$ cat src/rtl/hack_loader_pkg.sv
// Shared types and constants for the Hack ROM image loader.
// Loader states and stream framing widths.
package hack_loader_pkg;

  typedef enum logic [2:0] {
    LEN_HI,
    LEN_LO,
    DATA_HI,
    DATA_LO,
    CSUM,
    DONE,
    ERROR
  } state_t;

  localparam int LEN_BYTES  = 2;
  localparam int WORD_BYTES = 2;
  localparam int LEN_W      = LEN_BYTES * 8;
  localparam int WORD_W     = WORD_BYTES * 8;

endpackage

$ cat src/rtl/hack_rom_loader.sv
// Length-prefixed byte-stream loader for the Hack instruction ROM.
// Optional trailing checksum byte: define HACK_LOADER_CHECKSUM_EN.
module hack_rom_loader
  import hack_loader_pkg::*;
#(
  parameter int ROM_DEPTH = 1024,
  parameter int ADDR_W    = $clog2(ROM_DEPTH)
) (
  input  logic              clk,
  input  logic              reset,
  input  logic              start,
  input  logic              in_valid,
  input  logic [7:0]        in_data,
  output logic              in_ready,
  output logic              rom_we,
  output logic [ADDR_W-1:0] rom_addr,
  output logic [WORD_W-1:0] rom_wdata,
  output logic              cpu_hold,
  output logic              done,
  output logic              error,
  output logic [LEN_W-1:0]  words_loaded
);

  localparam logic [ADDR_W-1:0] ADDR_MAX = ADDR_W'(ROM_DEPTH - 1);
  localparam logic [LEN_W-1:0]  LEN_MAX  = LEN_W'(ROM_DEPTH);

`ifdef HACK_LOADER_CHECKSUM_EN
  localparam state_t END_ST = CSUM;
`else
  localparam state_t END_ST = DONE;
`endif
  localparam logic END_DONE = (END_ST == DONE);

  state_t           state;
  logic [LEN_W-1:0] len;
  logic [7:0]       hi;
  logic             accept;
  logic [LEN_W-1:0] len_next;
  logic             last_word;
`ifdef HACK_LOADER_CHECKSUM_EN
  logic [7:0]       sum;
`endif

  always_comb begin
    in_ready = 1'b0;
    unique case (1'b1)
      state == LEN_HI:  in_ready = 1'b1;
      state == LEN_LO:  in_ready = 1'b1;
      state == DATA_HI: in_ready = 1'b1;
      state == DATA_LO: in_ready = 1'b1;
`ifdef HACK_LOADER_CHECKSUM_EN
      state == CSUM:    in_ready = 1'b1;
`endif
      default:          in_ready = 1'b0;
    endcase
  end

  assign accept    = in_valid && in_ready;
  assign len_next  = {len[LEN_W-1:8], in_data};
  assign last_word = (words_loaded == len - LEN_W'(1));

  always_ff @(posedge clk or negedge reset) begin
    if (!reset) begin
      state        <= LEN_HI;
      len          <= '0;
      hi           <= '0;
      rom_we       <= 1'b0;
      rom_addr     <= '0;
      rom_wdata    <= '0;
      cpu_hold     <= 1'b1;
      done         <= 1'b0;
      error        <= 1'b0;
      words_loaded <= '0;
`ifdef HACK_LOADER_CHECKSUM_EN
      sum          <= '0;
`endif
    end else begin
      rom_we <= 1'b0;
      // Address moves on after the write, saturating at the top word.
      if (rom_we && rom_addr != ADDR_MAX)
        rom_addr <= rom_addr + ADDR_W'(1);
      case (state)
        LEN_HI: if (accept) begin
          len[LEN_W-1:8] <= in_data;
          state          <= LEN_LO;
        end
        LEN_LO: if (accept) begin
          len <= len_next;
          if (len_next > LEN_MAX) begin
            state <= ERROR;
            error <= 1'b1;
          end else if (len_next == '0) begin
            state    <= END_ST;
            done     <= END_DONE;
            cpu_hold <= !END_DONE;
          end else begin
            state <= DATA_HI;
          end
        end
        DATA_HI: if (accept) begin
          hi    <= in_data;
          state <= DATA_LO;
`ifdef HACK_LOADER_CHECKSUM_EN
          sum   <= sum + in_data;
`endif
        end
        DATA_LO: if (accept) begin
          rom_we       <= 1'b1;
          rom_wdata    <= {hi, in_data};
          rom_addr     <= words_loaded[ADDR_W-1:0];
          words_loaded <= words_loaded + LEN_W'(1);
`ifdef HACK_LOADER_CHECKSUM_EN
          sum          <= sum + in_data;
`endif
          if (last_word) begin
            state    <= END_ST;
            done     <= END_DONE;
            cpu_hold <= !END_DONE;
          end else begin
            state <= DATA_HI;
          end
        end
`ifdef HACK_LOADER_CHECKSUM_EN
        CSUM: if (accept) begin
          if (in_data == sum) begin
            state    <= DONE;
            done     <= 1'b1;
            cpu_hold <= 1'b0;
          end else begin
            state <= ERROR;
            error <= 1'b1;
          end
        end
`endif
        DONE, ERROR: if (start) begin
          state        <= LEN_HI;
          done         <= 1'b0;
          error        <= 1'b0;
          words_loaded <= '0;
          rom_addr     <= '0;
          cpu_hold     <= 1'b1;
`ifdef HACK_LOADER_CHECKSUM_EN
          sum          <= '0;
`endif
        end
        default: state <= LEN_HI;
      endcase
    end
  end

endmodule

$ cat config.mk
export PLATFORM = sky130hd
export DESIGN_NAME = hack_rom_loader
export DESIGN_NICKNAME = d
export VERILOG_FILES = /design/src/rtl/hack_loader_pkg.sv /design/src/rtl/hack_rom_loader.sv
export SDC_FILE = /design/constraint.sdc
export NUM_CORES = 1
export LEC_CHECK = 0
export BUFFER_PORTS_ARGS = -buffer_cell sky130_fd_sc_hd__buf_2
export CORE_MARGIN = 2
export CORE_UTILIZATION = 51
export DETAILED_ROUTE_END_ITERATION = 12
export PLACE_DENSITY_LB_ADDON = 0.08
export SLEW_MARGIN = 25
export SYNTH_ARGS = -nofsm -noshare
export SYNTH_HDL_FRONTEND = slang
export SYNTH_SLANG_ARGS = --single-unit
$ cat constraint.sdc
create_clock -name clk -period 3.1 [get_ports clk]
set_clock_uncertainty 0.2 [all_clocks]
set_input_delay 0.155 -clock clk [delete_from_list [all_inputs] [get_ports clk]]
set_output_delay 0.155 -clock clk [all_outputs]
set_load 0.02 [all_outputs]
==> out/summary.json, run 1 <==
{
  "run_status": {
    "status": "finished clean"
  },
  "setup_path": {
    "critPathKind": "register to register",
    "crit_path_start_kind": "register",
    "critical-path-max-stage-delay_ns": 0.57,
    "number_of_cells_on_the_worst_reg_to_reg_path": 8,
    "crit_arrival_ns": 2.85,
    "r2r_slack_ns": 0.28,
    "critPathCapture": "state[1]",
    "endpoint_kind": "register",
    "critical_path_peak_fanout": 5,
    "reg2reg_from": "len[0]",
    "crit-reg2reg-capture": "state[1]",
    "worstPathRequired_ns": 3.12,
    "startpoint_of_the_most_critical_setup_path": "len[0]",
    "timing.critical_path.cells": "inv_1, ha_1, or4b_1, nor4_4, mux2_2, a31oi_1, o2111a_2, o211ai_1",
    "slowest_stage": "or4b_1"
  },
  "flow_run": {
    "cap_viol_max_count": 0
  },
  "detailed_routing": {
    "drt.antenna.violating_nets": 0,
    "drt_pass1_iterations": 5,
    "routed_wire_length_per_instance_um": 16.2,
    "initialDrtViolationCount": 161,
    "via_total_after_detailed_routing": 3149,
    "detail_route.drc_violations": 0,
    "route.detailed.vias_per_inst": 5.58,
    "total_routed_length_mm": 9.14
  },
  "pwr": {
    "vdd.ir_drop.worst_v": 0.000476,
    "power-per-cell-area_mw_per_mm2": 933,
    "leakagePower_nw": 2.13,
    "totalPowerFinal_w": 0.00419
  },
  "yosys": {
    "ys.flop_type": "dfrtp_1",
    "synth-edff-count": 0,
    "synth_area_leader_cell": "dfrtp_1",
    "synth_xor_xnor_area_share_pct": 8.82,
    "post_synth_main_area_contributors": "dfrtp_1 (48%), nand2_1 (7.4%), mux2_2 (6.6%)",
    "synth.mux.area_fraction_pct": 7.10,
    "yosysUniqueCellTypes": 51,
    "synth_simple_gate_area_share_pct": 22.4,
    "synth_top_family_by_area": "simple AND/OR/NAND/NOR gates",
    "synth.ff_latch_count": 73,
    "yosys.area_share.adder_pct": 0.995,
    "yosys.area.top_type_share_pct": 47.8,
    "synth_cells": 390,
    "synth.yosys.warnings": 0,
    "synth-compound-area-share_pct": 9.15,
    "postSynth.asyncResetShare_pct": 100,
    "synthesis.area_per_instance_sq_um": 9.67,
    "seq_area_frac_synth_pct": 48.5,
    "mappedNetlistNets": 405,
    "synthesis.area_sq_mm": 0.00377
  },
  "timing": {
    "actual_transition_at_the_worst_max_transition_pin_ns": 0.694,
    "fmax_mhz": 354,
    "hold_viol": 0,
    "worst_hold_slack_ns": 0.144,
    "finalCriticalPeriod_ns": 2.82,
    "setup_violations": 0,
    "timing.final.crit_share_pct": 91.0,
    "slew_headroom_pct": 53.3,
    "setup_repair_after_global_routing_missed_its_margin": "no",
    "setup_total_negative_slack_ns": 0,
    "slew_viol_final": 0
  },
  "final_layout": {
    "finish.cell_count_without_fillers": 564,
    "synthToLayoutAreaGrowth_pct": 19.1,
    "num_antenna_cells": 0,
    "drive_above_1_share_pct": 24.5,
    "fin_area_sq_mm": 0.00449,
    "finalNetCount": 475
  },
  "grt": {
    "number_of_antenna_violations_at_the_first_check_in_global_routing": 0,
    "first_global_vias": 3106,
    "grt_pass1_wl_mm": 15.2,
    "grt_overflow_total": 0,
    "gr-usage-all-layers_pct": 23.6,
    "maximum_number_of_pins_on_one_net_before_global_route_repair": 45
  },
  "clocking": {
    "cts_post_setup_buffers_inserted": 0,
    "h-tree-depth": 3,
    "ctsLongestPathBuffers": 2,
    "post_cts_resized": 0,
    "cts-buffers-inserted": 9,
    "clk_pin_slew_ns": 0.08,
    "cts_num_sinks": 73,
    "tritoncts": "built",
    "clkLatencyLatePin_ns": 0.35,
    "ctsRootBufferMaster": "clkbuf_8",
    "cts_hold_repair.buffers": 11
  },
  "floorplan": {
    "core_sq_mm": 0.00721,
    "io-pin-count": 59,
    "die_width_um": 90.0,
    "initial_core_utilization_pct": 52.3,
    "row_count": 31,
    "dieArea_sq_mm": 0.00810,
    "die_height_um": 90.0
  },
  "place": {
    "dp_hpwl_mm": 6.42,
    "gpl.final_weighted_congestion": 0.908,
    "place_area_sq_mm": 0.00417,
    "dpl.cell_count": 537,
    "io_buffers": 58
  },
  "min_path": {
    "holdCritPathClass": "primary input to asynchronous set/reset pin"
  }
}
## layout make-up
cell class,instances,area [sq um]
clock buffers,12,155
inverters,9,33.8
flip-flops and latches,73,1830
clock inverters,4,51.3
well taps,99,124
fillers,641,2720
repair buffers,78,470
multi-input cells,289,1830
## metal layers
layer / GRT usage (%) / vias to the layer above / routed length [um]
met5: 0 / - / 0
met4: 9.23 / 0 / 201
met3: 5.28 / 16 / 429
met2: 38.6 / 95 / 4410
met1: 30.7 / 1551 / 4100
li1: - / 1487 / -
## cell families after synthesis
logic type,after synthesis
AO/OA/AOI/OAI,51
XOR/XNOR,38
adder cells (fa/ha/maj),3
buffers and inverters,28
flip-flops,73
multiplexers,24
AND/OR/NAND/NOR,173
## through the flow
step / util (%) / worst slack [ns]
3_5_place_dp: 57.8 / 0.281
6_report: 62.3 / 0.278
4_1_cts: 62.2 / 0.277
2_1_floorplan: - / 0.525
5_1_grt: 62.3 / 0.127
3_3_place_gp: 57.8 / 0.353
## power breakdown
group	switching [W]	internal, W	total, W
sequential	0.000409	0.00132	0.00173
clock	0.000368	0.000416	0.000785
combinational	0.000948	0.000728	0.00168
## critical path: cells and delay by family (launching register included)
family / cells / cell delay [ns]
AO/OA/AOI/OAI: 3 / 0.56
adder cells (fa/ha/maj): 1 / 0.22
buffers and inverters: 1 / 0.10
flip-flops: 1 / 0.43
multiplexers: 1 / 0.37
AND/OR/NAND/NOR: 2 / 0.81
## cells in the final DEF, fill, tap and decap left out, types with 3 or more instances in the layout
cell type      count
a211oi_1           7
nand3b_1           4
a31oi_1            3
nor2_1            31
nand4_1            5
a21oi_1           11
nand2_1           74
and4_1             3
clkbuf_8          11
a22o_1             3
o211ai_1           3
nor2b_1            3
o21ai_0           12
nand3_1           14
nor4_1             8
buf_2             57
xor2_1            19
or3_1              3
mux2_2            22
xnor2_1           19
dfrtp_1           72
buf_4             10
and3_1             5
ha_1               3
inv_1              8
dlygate4sd3_1     11
nor3_1             9
## registers in the layout, indices dropped and copies added, names as in the netlist, 3 cells and up
| signal | count |
|---|---|
| hi | 8 |
| len | 16 |
| rom_addr | 10 |
| rom_wdata | 16 |
| state | 3 |
| words_loaded | 16 |
## cell usage after synthesis, types with 2 or more instances
master and number:
a211o_1 2, a211oi_1 7, a21oi_1 11, a22o_1 3
a31oi_1 3, and2_1 2, and3_1 5, and4_1 3
buf_1 5, buf_2 2, clkbuf_1 11, dfrtp_1 72
ha_1 3, inv_1 8, mux2_2 22, mux2i_1 2
nand2_1 74, nand2b_1 2, nand3_1 14, nand3b_1 4
nand4_1 5, nor2_1 31, nor2b_1 3, nor3_1 9
nor4_1 8, o2111ai_1 2, o211ai_1 3, o21ai_0 12
or3_1 3, or4_4 2, xnor2_1 19, xor2_1 19
## worst min path at each step
| stage | depth (start not counted) | slack (ns) | to | start |
|---|---|---|---|---|
| 6_report | 2 | 0.14 | rom_addr[8] | reset |
| 4_1_cts | 2 | 0.28 | rom_wdata[13] | hi[5] |
| 2_1_floorplan | 0 | -0.34 | done | reset |
| 5_1_grt | 2 | 0.19 | rom_addr[7] | reset |
| 3_5_place_dp | 1 | 0.19 | rom_addr[9] | reset |
| 3_3_place_gp | 1 | 0.17 | rom_addr[9] | reset |
(Power assumes the default switching activity.)
==> run 2: changes to the inputs <==
--- a/config.mk
+++ b/config.mk
@@ -5,7 +5,7 @@
 export SDC_FILE = /design/constraint.sdc
 export NUM_CORES = 1
 export LEC_CHECK = 0
-export BUFFER_PORTS_ARGS = -buffer_cell sky130_fd_sc_hd__buf_2
+export BUFFER_PORTS_ARGS = -buffer_cell sky130_fd_sc_hd__buf_4
 export CORE_MARGIN = 2
 export CORE_UTILIZATION = 51
 export DETAILED_ROUTE_END_ITERATION = 12
==> run 2 against run 1 <==
Net effect:
- critical path depth unchanged
- core utilization increased by 2.6 points
- design area increased by 4.1%
- flip-flop and latch count is the same
- first-iteration DRC count increased by 27%
- global-route usage decreased by 0.32 points
- final cell count fell by 0.18%
- largest power group is now combinational cells
- highest routed layer unchanged
==> out/summary.json, run 2 (synthesis gave the netlist of run 1 again) <==
{
  "timing": {
    "setup_total_negative_slack_ns": 0,
    "slew_viol_final": 0,
    "hold_viol": 0,
    "setup_violations": 0,
    "fmax_mhz": 356,
    "slew_headroom_pct": 55.2,
    "timing.final.crit_share_pct": 90.7,
    "setup_repair_after_global_routing_missed_its_margin": "no",
    "finalCriticalPeriod_ns": 2.81,
    "actual_transition_at_the_worst_max_transition_pin_ns": 0.666
  },
  "detailed_routing": {
    "total_routed_length_mm": 8.83,
    "route.detailed.vias_per_inst": 5.48,
    "routed_wire_length_per_instance_um": 15.7,
    "via_total_after_detailed_routing": 3086,
    "drt_pass1_iterations": 4,
    "detail_route.drc_violations": 0,
    "initialDrtViolationCount": 205,
    "drt.antenna.violating_nets": 0
  },
  "clocking": {
    "ctsRootBufferMaster": "clkbuf_8",
    "tritoncts": "built",
    "cts-buffers-inserted": 9,
    "h-tree-depth": 3,
    "clkLatencyLatePin_ns": 0.35,
    "cts_post_setup_buffers_inserted": 0,
    "cts_num_sinks": 73,
    "ctsLongestPathBuffers": 2,
    "clk_pin_slew_ns": 0.08
  },
  "final_layout": {
    "mostFrequentLayoutCells": "nand2_1 (74), dfrtp_1 (72), buf_4 (65)",
    "fin_area_sq_mm": 0.00468,
    "synthToLayoutAreaGrowth_pct": 24.0,
    "finalNetCount": 474,
    "fill_cells": 600,
    "post-route-util_pct": 64.8,
    "num_antenna_cells": 0,
    "reg_top3": "len x16, rom_wdata x16, words_loaded x16",
    "layout_commonest_cell": "nand2_1",
    "drive_above_1_share_pct": 24.4
  },
  "pwr": {
    "leakagePower_nw": 2.17,
    "switching_share_pct": 38.7,
    "power.combinational.fraction_pct": 40.2,
    "power_report.internal_total_w": 0.00271,
    "p_clk_share_pct": 20.5,
    "power-per-cell-area_mw_per_mm2": 945,
    "power_switching_w": 0.00171,
    "seq_power_share_pct": 39.2,
    "vdd.ir_drop.worst_v": 0.000583
  },
  "grt": {
    "grt_overflow_total": 0,
    "gr-usage-all-layers_pct": 23.3,
    "global_routing_usage_on_met1_pct": 31.2,
    "globalRouteMet3Util_pct": 4.44,
    "grt_pass1_wl_mm": 14.9,
    "groute.layer.met2.usage_pct": 37.5,
    "grt_most_used_layer": "met2",
    "maximum_number_of_pins_on_one_net_before_global_route_repair": 74,
    "first_global_vias": 2969,
    "number_of_antenna_violations_at_the_first_check_in_global_routing": 0
  },
  "setup_path": {
    "startpoint_of_the_most_critical_setup_path": "len[0]",
    "critical_path_peak_fanout": 5,
    "r2r_slack_ns": 0.29,
    "endpoint_kind": "register",
    "critPathKind": "register to register",
    "reg2reg_from": "len[0]",
    "crit_path_start_kind": "register",
    "crit_arrival_ns": 2.84,
    "worstPathRequired_ns": 3.12
  },
  "floorplan": {
    "die_width_um": 90.0,
    "row_count": 31,
    "dieArea_sq_mm": 0.00810,
    "core_sq_mm": 0.00721,
    "die_height_um": 90.0,
    "initial_core_utilization_pct": 52.3,
    "io-pin-count": 59
  },
  "min_path": {
    "holdCritPathClass": "primary input to asynchronous set/reset pin"
  },
  "place": {
    "dp_hpwl_mm": 6.32,
    "io_buffers": 58,
    "gpl.final_weighted_congestion": 0.914,
    "place_area_sq_mm": 0.00430
  },
  "run_status": {
    "status": "finished clean"
  },
  "flow_run": {
    "cap_viol_max_count": 0
  }
}
-- run 2: worst paths after layout --
check | to | cells after the start
worst min register to register | rom_wdata[12] | 2
min in group clk | rom_wdata[12] | 2
max in group asynchronous | cpu_hold | 3
worst max register to register | state[1] | 8
worst max-delay path | state[1] | 8
worst min-delay path | rom_addr[9] | 2
-- run 2: through the flow --
step	cells	hold slack [ns]	power (W)	setup WS, ns
CTS	562	0.269	0.00445	0.279
detailed placement	535	0.148	0.00352	0.284
floorplan	390	-0.341	0.00290	0.525
global route	563	0.129	0.00474	0.102
finish	563	0.0830	0.00442	0.288
global placement	535	0.142	0.00348	0.361
-- run 2: what timing repair did --
item / 4_1_cts / 5_1_grt
endpoints found under the hold margin: 109 / 0
hold buffers: 11 / 0
gates resized for setup: 0 / 0
-- run 2: layout make-up --
| type | instances | area, sq um | share of cell area (%) |
|---|---|---|---|
| multi-input combinational | 289 | 1830 | 39.1 |
| sequential | 73 | 1830 | 39.1 |
| timing repair buffer | 77 | 618 | 13.2 |
| clock buffer | 11 | 141 | 3.02 |
| tap | 99 | 124 | 2.65 |
| clock inverter | 5 | 103 | 2.19 |
| inverter | 9 | 33.8 | 0.722 |
-- run 2: layer usage --
metal	part of all wire (%)	routed length, um	vias to the layer above
met5	0	0	-
met4	2.2	197	0
met3	4.4	387	16
met2	48	4260	86
met1	45	3980	1486
li1	-	-	1498
-- run 2: power groups by stage --
stage	Combinational (W)	Clock [W]	Sequential [W]
global placement	0.00174	0	0.00173
CTS	0.00180	0.000922	0.00173
global route	0.00197	0.000965	0.00180
detailed placement	0.00178	0	0.00174
floorplan	0.00108	0	0.00182
finish	0.00178	0.000908	0.00173
-- run 2: critical path: stages (launching register included) --
cell and delay [ns]:
dfrtp_1 0.43, inv_1 0.09, ha_1 0.22, or4b_1 0.57
nor4_4 0.25, mux2_2 0.37, a31oi_1 0.18, o2111a_2 0.28
o211ai_1 0.08
